File: src/rtl/display_pkg.sv
// display_pkg
// Constants shared by the pushbutton counter and the 7-segment display
// converter. Both stages must agree on the count width, its ceiling and the
// electrical level of a pressed key.
//   NUM_W            width of the displayed number
//   NUM_MAX          largest displayable count
//   KEY_PRESSED      level of a pressed (active-low) pushbutton
//   DEBOUNCE_DEFAULT stable cycles needed to accept a key change (20 ms @ 50 MHz)
package display_pkg;

  localparam int NUM_W = 4;
  localparam logic [NUM_W-1:0] NUM_MAX = 4'd15;
  localparam logic KEY_PRESSED = 1'b0;
  localparam int DEBOUNCE_DEFAULT = 1000000;

  typedef logic [NUM_W-1:0] num_t;

endpackage

File: src/rtl/key_debouncer.sv
// key_debouncer
// Turns one raw, bouncing, active-low pushbutton into a single-cycle press
// pulse: two-flop synchroniser, stable-level debounce counter and a 1->0
// edge detector on the debounced level.
// Optional feature macro: BUTTON_COUNTER_AUTOREPEAT_EN adds a per-key repeat
// timer that emits further press pulses while the key stays held.
// Ports:
//   clk    system clock, rising edge
//   rst_n  synchronous active-low reset
//   key_n  raw asynchronous button level, 0 = pressed
//   press  one-cycle pulse per accepted press (and per repeat when enabled)
module key_debouncer
  import display_pkg::*;
#(
  parameter int DEBOUNCE_CYCLES = DEBOUNCE_DEFAULT
`ifdef BUTTON_COUNTER_AUTOREPEAT_EN
  ,
  parameter int REPEAT_DELAY  = 25000000,
  parameter int REPEAT_PERIOD = 10000000
`endif
) (
  input  logic clk,
  input  logic rst_n,
  input  logic key_n,
  output logic press
);

  localparam int CW = $clog2(DEBOUNCE_CYCLES + 1);
  localparam logic [CW-1:0] CNT_LAST = CW'(DEBOUNCE_CYCLES - 1);

  logic          sync_p0;
  logic          sync_p1;
  logic          state;
  logic          state_d;
  logic [CW-1:0] cnt;
  logic          edge_evt;

  // Synchroniser -> debounce -> edge register
  always_ff @(posedge clk) begin
    if (!rst_n) begin
      sync_p0 <= 1'b1;
      sync_p1 <= 1'b1;
      state   <= 1'b1;
      state_d <= 1'b1;
      cnt     <= '0;
    end else begin
      sync_p0 <= key_n;
      sync_p1 <= sync_p0;
      state_d <= state;
      // The counter only runs while the synced level disagrees with the
      // accepted level, so any bounce back restarts it from zero.
      if (sync_p1 == state) begin
        cnt <= '0;
      end else if (cnt == CNT_LAST) begin
        state <= sync_p1;
        cnt   <= '0;
      end else begin
        cnt <= cnt + CW'(1);
      end
    end
  end

  assign edge_evt = (state_d != KEY_PRESSED) && (state == KEY_PRESSED);

`ifdef BUTTON_COUNTER_AUTOREPEAT_EN
  localparam int RMAX = (REPEAT_DELAY > REPEAT_PERIOD) ? REPEAT_DELAY : REPEAT_PERIOD;
  localparam int RW   = $clog2(RMAX + 1);
  localparam logic [RW-1:0] DELAY_LAST  = RW'(REPEAT_DELAY - 1);
  localparam logic [RW-1:0] PERIOD_LAST = RW'(REPEAT_PERIOD - 1);

  logic          held;
  logic          rep_phase;
  logic [RW-1:0] rep_cnt;
  logic          rep_fire;

  // Held means pressed for at least one cycle beyond the initial press edge,
  // so the timer starts counting on the cycle after the first event.
  assign held     = (state == KEY_PRESSED) && (state_d == KEY_PRESSED);
  assign rep_fire = held && (rep_cnt == (rep_phase ? PERIOD_LAST : DELAY_LAST));

  // Repeat timer: first wait REPEAT_DELAY, then REPEAT_PERIOD per repeat
  always_ff @(posedge clk) begin
    if (!rst_n || !held) begin
      rep_cnt   <= '0;
      rep_phase <= 1'b0;
    end else if (rep_fire) begin
      rep_cnt   <= '0;
      rep_phase <= 1'b1;
    end else begin
      rep_cnt <= rep_cnt + RW'(1);
    end
  end

  assign press = edge_evt || rep_fire;
`else
  assign press = edge_evt;
`endif

endmodule

File: src/rtl/button_counter.sv
// button_counter
// Up/down counter driven by two debounced pushbuttons; its output feeds the
// 7-segment display converter.
// Optional feature macro: BUTTON_COUNTER_AUTOREPEAT_EN (held keys repeat).
// Ports:
//   clk        system clock, rising edge
//   rst_n      synchronous active-low reset
//   key_inc_n  raw increment button, 0 = pressed
//   key_dec_n  raw decrement button, 0 = pressed
//   number     registered count 0..15
//   changed    one-cycle pulse on the cycle after number took a new value
module button_counter
  import display_pkg::*;
#(
  parameter int DEBOUNCE_CYCLES = DEBOUNCE_DEFAULT,
  parameter int WRAP            = 1,
  parameter int INIT_VALUE      = 0
`ifdef BUTTON_COUNTER_AUTOREPEAT_EN
  ,
  parameter int REPEAT_DELAY    = 25000000,
  parameter int REPEAT_PERIOD   = 10000000
`endif
) (
  input  logic             clk,
  input  logic             rst_n,
  input  logic             key_inc_n,
  input  logic             key_dec_n,
  output logic [NUM_W-1:0] number,
  output logic             changed
);

  localparam num_t INIT_NUM = num_t'(INIT_VALUE);

  logic inc_evt;
  logic dec_evt;
  num_t nxt;
  logic upd;
  logic upd_p0;

  key_debouncer #(
    .DEBOUNCE_CYCLES (DEBOUNCE_CYCLES)
`ifdef BUTTON_COUNTER_AUTOREPEAT_EN
    ,
    .REPEAT_DELAY    (REPEAT_DELAY),
    .REPEAT_PERIOD   (REPEAT_PERIOD)
`endif
  ) u_inc (
    .clk   (clk),
    .rst_n (rst_n),
    .key_n (key_inc_n),
    .press (inc_evt)
  );

  key_debouncer #(
    .DEBOUNCE_CYCLES (DEBOUNCE_CYCLES)
`ifdef BUTTON_COUNTER_AUTOREPEAT_EN
    ,
    .REPEAT_DELAY    (REPEAT_DELAY),
    .REPEAT_PERIOD   (REPEAT_PERIOD)
`endif
  ) u_dec (
    .clk   (clk),
    .rst_n (rst_n),
    .key_n (key_dec_n),
    .press (dec_evt)
  );

  // Opposing events in the same cycle cancel. A saturated step is not an
  // update, so it never raises changed.
  always_comb begin
    nxt = number;
    upd = 1'b0;
    if (inc_evt && !dec_evt) begin
      if (number == NUM_MAX) begin
        if (WRAP != 0) begin
          nxt = '0;
          upd = 1'b1;
        end
      end else begin
        nxt = number + num_t'(1);
        upd = 1'b1;
      end
    end else if (dec_evt && !inc_evt) begin
      if (number == '0) begin
        if (WRAP != 0) begin
          nxt = NUM_MAX;
          upd = 1'b1;
        end
      end else begin
        nxt = number - num_t'(1);
        upd = 1'b1;
      end
    end
  end

  // Count register; changed trails the update by one more edge
  always_ff @(posedge clk) begin
    if (!rst_n) begin
      number  <= INIT_NUM;
      upd_p0  <= 1'b0;
      changed <= 1'b0;
    end else begin
      number  <= nxt;
      upd_p0  <= upd;
      changed <= upd_p0;
    end
  end

endmodule
File: config.mk
export PLATFORM = sky130hd
export DESIGN_NAME = button_counter
export DESIGN_NICKNAME = d
export VERILOG_FILES = /design/src/rtl/display_pkg.sv /design/src/rtl/key_debouncer.sv /design/src/rtl/button_counter.sv
export SDC_FILE = /design/constraint.sdc
export NUM_CORES = 1
export LEC_CHECK = 0
export CAP_MARGIN = 20
export CORE_MARGIN = 5
export CORE_UTILIZATION = 45
export CTS_BUF_LIST = sky130_fd_sc_hd__clkbuf_4 sky130_fd_sc_hd__clkbuf_8
export DETAILED_ROUTE_END_ITERATION = 6
export PLACE_DENSITY = 0.69
export SLEW_MARGIN = 20
export SYNTH_ARGS = -nofsm -noshare
export SYNTH_HDL_FRONTEND = slang
export SYNTH_SLANG_ARGS = --single-unit
File: constraint.sdc
create_clock -name clk -period 1.7 [get_ports clk]
set_input_delay 0.34 -clock clk [delete_from_list [all_inputs] [get_ports clk]]
set_output_delay 0.34 -clock clk [all_outputs]
set_load 0.03 [all_outputs]
==> results of run 1 <==
-- registers in the layout, summed over array words and instances (netlist names) --
signal	flops
changed	1
number	4
u_dec.cnt	20
u_dec.state	1
u_dec.state_d	1
u_dec.sync_p0	1
u_dec.sync_p1	1
u_inc.cnt	20
u_inc.state	1
u_inc.state_d	1
u_inc.sync_p0	1
u_inc.sync_p1	1
upd_p0	1
-- cell families after synthesis --
kind of cell               Yosys count  synth area share
AOI/OAI and AO/OA                   44             0.106
and+or+nand+nor                    125             0.284
xor gates and xnor gates            27            0.0984
DFF                                 54             0.450
buffers and inverters               22            0.0359
adders and majority gates            5            0.0260
-- layout by cell type, fill, tap and decap left out, drive strengths merged, types with 2 or more instances in the layout --
cell type,Yosys,routed
ha,5,5
or3,11,11
dlygate4sd2,0,3
dfxtp,54,54
xor2,10,10
xnor2,17,17
inv,14,14
nor2,33,33
nand2b,9,9
nor3,5,5
clkdlybuf4s50,0,4
nand4,8,8
o21ai,15,15
and2,5,5
nand3,16,16
and3,3,3
and4,2,2
nor4,5,5
o31ai,4,4
or4,8,8
nand2,14,14
a21oi,17,17
buf,3,51
o311ai,2,2
clkbuf,5,7
-- synth_stat cells (all sizes together) --
master	number
a211oi	1
a21oi	17
a31oi	1
and2	5
and3	3
and4	2
buf	3
clkbuf	5
dfxtp	54
ha	5
inv	14
nand2	14
nand2b	9
nand3	16
nand4	8
nand4b	1
nand4bb	1
nor2	33
nor2b	1
nor3	5
nor4	5
nor4b	1
nor4bb	1
o211ai	1
o21ai	15
o21bai	1
o311a	1
o311ai	2
o31ai	4
o41ai	1
or3	11
or4	8
or4b	1
xnor2	17
xor2	10
-- through the flow --
stage	cells	area [sq um]	hold slack, ns	total power [uW]	setup WS (ns)
2_1_floorplan	277	2460	0.386	1320	-0.167
3_3_place_gp	392	2930	0.390	1340	-0.209
3_5_place_dp	392	2930	0.396	1340	-0.252
4_1_cts	402	3060	0.416	2070	-0.266
5_1_grt	406	3100	0.435	2140	-0.370
6_report	406	3100	0.412	2040	-0.280
-- final cells by class --
type	count	area share
Inverter	14	0.0169
Sequential cell	54	0.355
Tap cell	70	0.0282
Timing Repair Buffer	59	0.149
Clock inverter	1	0.00161
Clock buffer	7	0.0290
Multi-Input combinational cell	201	0.420
-- worst max-delay path, delay by kind of cell (launching register included) --
kind | cells | cell delay [ns]
and+or+nand+nor | 2 | 1.03
DFF | 1 | 0.33
AOI/OAI and AO/OA | 2 | 0.28
buffers and inverters | 1 | 0.22
-- power by group --
| group | total, uW | internal, uW | switching, uW |
|---|---|---|---|
| combinational | 37.6 | 18.6 | 19.0 |
| clock | 734 | 345 | 389 |
| sequential | 1270 | 1260 | 3.06 |
| total | 2040 | 1630 | 411 |
-- layer usage --
metal	global-route usage	share of wire
met2	0.236	0.47
met3	0.0396	0.039
met5	0	0
met4	0.0475	0.011
met1	0.178	0.48
-- repair_timing --
item / 4_1_cts / 5_1_grt
buffers inserted: 2 / 4
pin swaps: 1 / 4
setup endpoints to repair: 31 / 31
resized for setup: 10 / 8
endpoints found under the hold margin: 0 / 0
-- path summary, 6_finish.rpt --
| path | depth (start not counted) | to | from |
|---|---|---|---|
| hold reg to reg | 1 | u_inc.sync_p1 | u_inc.sync_p0 |
| setup reg to reg | 5 | u_inc.cnt[18] | u_inc.cnt[13] |
| hold / removal | 1 | u_inc.sync_p1 | u_inc.sync_p0 |
| setup / recovery | 5 | u_inc.cnt[18] | u_inc.cnt[13] |
==> results by group, run 1 <==
Outcome
  – Outcome: complete, but fails checks
  – Violated checks: setup timing

Clock tree
  – Worst-path clk slew: 0.09 ns
  – CTS tree: built
  – Post-CTS Hold Buffers: 0
  – Clk root buf: clkbuf_8
  – H-tree levels: 2
  – Clk_lat worst skew: around 0.3 ns
  – Clock Sinks: between 50 and 60
  – CTS Buffer Depth: 2
  – CTS Buf Count: 5

Floorplan
  – Die X: a little over 80 um
  – Initial Util: 0.468
  – Die Ht: 83.1 um
  – # rows: 26
  – Die Area: 6900 sq um
  – IO Pins: 9
  – Core area: 5140 sq um

Finish
  – Ant diodes: 0
  – Area of the multi-input gates: ~1300 sq um
  – Layout area overhead: 29.2%
  – Finished Core Util: 0.604
  – Ratio of cells with drive above 1 in the final layout: 0.262
  – Fill cells: around 490
  – Register area: between 1000 and 1500 sq um
  – Nets: about 340

Power and ir drop
  – Power per cell area: between 600 and 700 nW/um^2
  – Leakage: approximately 0.0011 uW
  – Peak supply drop: 0.469 mV

Critical path
  – Crit start category: flop
  – Max stage delay on crit path: ~0.52 ns
  – Cell with the largest stage delay on the worst path: or4_4
  – Reg-to-reg setup timing slack: -0.28 ns
  – CP Data Required Time: ~1.9 ns
  – Critical Path Sink Type: flop
  – Setup CP Type: reg2reg
  – Critical-path cell list: or4_4, or4_4, o211ai_1, buf_4, a21oi_1
  – CP dominant cell by count: or4_4
  – Maximum fanout along the worst path: 10
  – Worst EP arrival: between 2 and 2.5 ns

STA
  – Rel. slew slack: 0.744
  – Final worst path period share: 1.16
  – Final setup fails: 22
  – Total negative slack: -5.66 ns
  – Least-Margin Pin Slew: ~0.38 ns
  – Minimum clock period: between 1.5 and 2 ns
  – Final hold vios: 0
  – Setup WS post-layout: -0.280 ns
  – Fmax: between 500 and 600 MHz
  – Clk_skew: just over 0.006 ns
  – RSZ-0062 raised after global routing: yes
  – Max-slew violation count: 0

Placement
  – Hpwl dp: approximately 3400 um
  – Routability-driven placement congestion ratio: 0.829
  – Count of buffers from port buffering: 8

Drt
  – Drt via density: 5.14
  – Final ANT Viol Nets: 0
  – DRT iter0 DRCs: 93
  – Routed len/inst: between 10 and 15 um
  – Residual DRC: 0
  – Drt first pass iters: 4
  – Final wirelength: 4760 um
  – DR vias: between 2000 and 2500

Yosys
  – Post-synthesis sequential area ratio: 0.450
  – Warnings, synthesis: 0
  – Mapped Nets: approximately 290
  – Synthesized cell area: ~2400 sq um
  – Synth top area cells: dfxtp_1, xnor2_1, nor2_1
  – Post-synth top area cell: dfxtp_1
  – Mean Syn Cell Area: roughly 8.7 sq um
  – Synth unique cells: 38
  – Post-Synthesis Cells: between 200 and 300
  – FF+latch count, synth: 54
  – Yosys top cell area share: 0.450

Global routing
  – Largest net degree at the start of global routing: 16
  – Total GRT Usage: 0.143
  – Number of global-route vias before repair: 1899
  – Initial antenna violation count: 0
  – GRT overflow: 0
  – First-pass GRT wire length: around 8300 um

Hold path
  – Hold crit path type: reg2reg

Run
  – Max Cap Viol: 0
Power figures use the tool's default switching activity.
==> inputs of run 2 (changes only) <==
--- a/config.mk
+++ b/config.mk
@@ -6,9 +6,9 @@
 export NUM_CORES = 1
 export LEC_CHECK = 0
 export CAP_MARGIN = 20
-export CORE_MARGIN = 5
+export CORE_MARGIN = 3
 export CORE_UTILIZATION = 45
-export CTS_BUF_LIST = sky130_fd_sc_hd__clkbuf_4 sky130_fd_sc_hd__clkbuf_8
+export CTS_BUF_LIST = sky130_fd_sc_hd__clkbuf_2 sky130_fd_sc_hd__clkbuf_4 sky130_fd_sc_hd__clkbuf_8
 export DETAILED_ROUTE_END_ITERATION = 6
 export PLACE_DENSITY = 0.69
 export SLEW_MARGIN = 20
==> constraint.sdc (replaced) <==
create_clock -name clk -period 1.8 [get_ports clk]
set_input_delay 0.36 -clock clk [delete_from_list [all_inputs] [get_ports clk]]
set_output_delay 0.36 -clock clk [all_outputs]
set_load 0.03 [all_outputs]
==> results by group, run 2 (synthesis results as in run 1) <==
Critical path
  – Reg-to-reg setup timing slack: -0.19 ns
  – R2R depth: 6
  – RR Endpoint: u_inc.cnt[11]
  – Setup CP Type: reg2reg
  – Crit start category: flop
  – Setup crit end: u_inc.cnt[11]
  – Worst EP arrival: around 2.2 ns
  – Reg-to-Reg Start: u_inc.cnt[13]
  – CP Data Required Time: around 2.0 ns
  – Crit path from: u_inc.cnt[13]
  – Maximum fanout along the worst path: 5
  – Critical Path Sink Type: flop

Power and ir drop
  – Power per cell area: around 700 nW/um^2
  – Sw frac: 0.192
  – Power share of the clock group: 0.393
  – Switch Pwr: just under 400 uW
  – Cell-internal power: about 1600 uW
  – Combinational power share: 0.019
  – Peak supply drop: between 0.7 and 0.8 mV
  – Leakage: ~0.0010 uW
  – Sequential power share: 0.589
  – Pwr Total: roughly 2000 uW

Drt
  – DRT iter0 DRCs: between 100 and 150
  – Drt first pass iters: 4
  – Residual DRC: 0
  – DR vias: roughly 2000
  – Drt via density: ~5
  – Routed len/inst: between 10 and 15 um
  – Final wirelength: around 4500 um
  – Final ANT Viol Nets: 0

Finish
  – Ant diodes: 0
  – Register area: 1090 sq um
  – Non-filler cells, final: a little under 400
  – Nets: 334
  – Finished Core Util: 0.607
  – Commonest non-fill, non-tap cell in the layout: dfxtp_1
  – Ratio of cells with drive above 1 in the final layout: 0.206
  – Most frequent cells in the layout: dfxtp_1, buf_4, nor2_1, xnor2_1, a21oi_1
  – Regs by FF count: u_dec.cnt (20), u_inc.cnt (20), number (4)
  – Area of the multi-input gates: ~1300 sq um
  – Fill cells: 458
  – Layout area overhead: 24.8%
  – Final instance area: between 2000 and 3000 sq um

Floorplan
  – Initial Util: 0.486
  – # rows: 25
  – Die Ht: roughly 80 um
  – IO Pins: 9
  – Core area: 4940 sq um
  – Die Area: between 6000 and 7000 sq um
  – Die X: just under 80 um

Global routing
  – Total GRT Usage: 0.150
  – Largest net degree at the start of global routing: 20
  – GRT overflow: 0
  – Number of global-route vias before repair: ~1800
  – First-pass GRT wire length: around 7800 um
  – Initial antenna violation count: 0

Clock tree
  – Clock Sinks: 54
  – H-tree levels: 2
  – Clk root buf: clkbuf_8
  – CTS tree: built
  – CTS Buf Count: 5
  – Worst-path clk slew: 0.09 ns
  – Clk_lat worst skew: about 0.3 ns
  – CTS Buffer Depth: 2
  – Post-CTS Hold Buffers: 0

STA
  – Final setup fails: 21
  – Fmax: a little over 500 MHz
  – Setup WS post-layout: -0.185 ns
  – Rel. slew slack: 0.769
  – Clk_skew: roughly 0.012 ns
  – Final worst path period share: 1.10
  – Minimum clock period: around 2 ns
  – Max-slew violation count: 0
  – RSZ-0062 raised after global routing: yes
  – Final hold vios: 0
  – Least-Margin Pin Slew: about 0.34 ns

Placement
  – Routability-driven placement congestion ratio: roughly 0.84
  – Placed Instances: 382
  – Dpl cell area: roughly 2800 sq um
  – Hpwl dp: 3280 um
  – Count of buffers from port buffering: 8

Hold path
  – Hold crit path type: reg2reg

Outcome
  – Violated checks: setup timing
  – Outcome: complete, but fails checks

Run
  – Max Cap Viol: 0
[run 2: cell types whose count changed in the layout (fill, tap and decap cells not counted), moves of 3 or more]
cell     previous run  this run
buf_4              51        38
or3_2               1         4
dfxtp_4             3         0
or3_4               3         0
dfxtp_1            43        48
[run 2: per-layer routing]
layer,vias to the layer above,global-route usage,share of wire
met4,0,0.0378,0.011
met2,15,0.254,0.47
met1,911,0.193,0.50
met3,4,0.0340,0.023
li1,1074,-,-
met5,-,0,0
[run 2: power by group through the flow]
stage | logic (uW) | registers [uW] | clock network, uW
CTS | 34.4 | 1200 | 839
finish | 38.0 | 1200 | 802
floorplan | 16.8 | 1230 | 0
detailed placement | 34.3 | 1230 | 0
global placement | 33.6 | 1230 | 0
global route | 41.9 | 1200 | 879
[run 2: worst min-delay path by stage]
stage,startpoint,end,slack (ns),depth (start not counted)
after global placement,u_dec.sync_p0,u_dec.sync_p1,0.39,1
after CTS,u_inc.sync_p0,u_inc.sync_p1,0.42,1
after global routing,u_inc.sync_p0,u_inc.sync_p1,0.44,1
after detailed placement,u_inc.sync_p0,u_inc.sync_p1,0.40,1
final,u_dec.sync_p0,u_dec.sync_p1,0.41,1
after floorplan,u_dec.sync_p0,u_dec.sync_p1,0.39,1
[run 2: cell type report]
| cell class | instances | share of cell area |
|---|---|---|
| clock inverters | 2 | 0.0125 |
| repair buffers | 49 | 0.136 |
| clock buffers | 6 | 0.0254 |
| well taps | 67 | 0.0280 |
| inverters | 14 | 0.0175 |
| flip-flops and latches | 54 | 0.363 |
| multi-input cells | 201 | 0.418 |
[run 2: stage by stage]
stage          hold WS (ns)  worst slack (ns)  TNS [ns]
5_1_grt               0.438            -0.272     -5.36
3_3_place_gp          0.391            -0.111     -1.98
4_1_cts               0.419            -0.177     -3.18
6_report              0.413            -0.185     -3.46
2_1_floorplan         0.386           -0.0669     -1.21
3_5_place_dp          0.396            -0.157     -2.83
[run 2: timing repair]
item | in CTS | in global routing
pin swaps | 0 | 2
setup buffers | 0 | 1
gates cloned | 0 | 2
resized for setup | 5 | 10
setup endpoints to repair | 29 | 27
[run 2: worst max-delay path, cell delays in order (launching register included)]
cell	delay, ns
dfxtp_1	0.32
or4_1	0.51
or4_4	0.53
o211ai_1	0.18
buf_4	0.17
buf_4	0.14
nor2_1	0.04
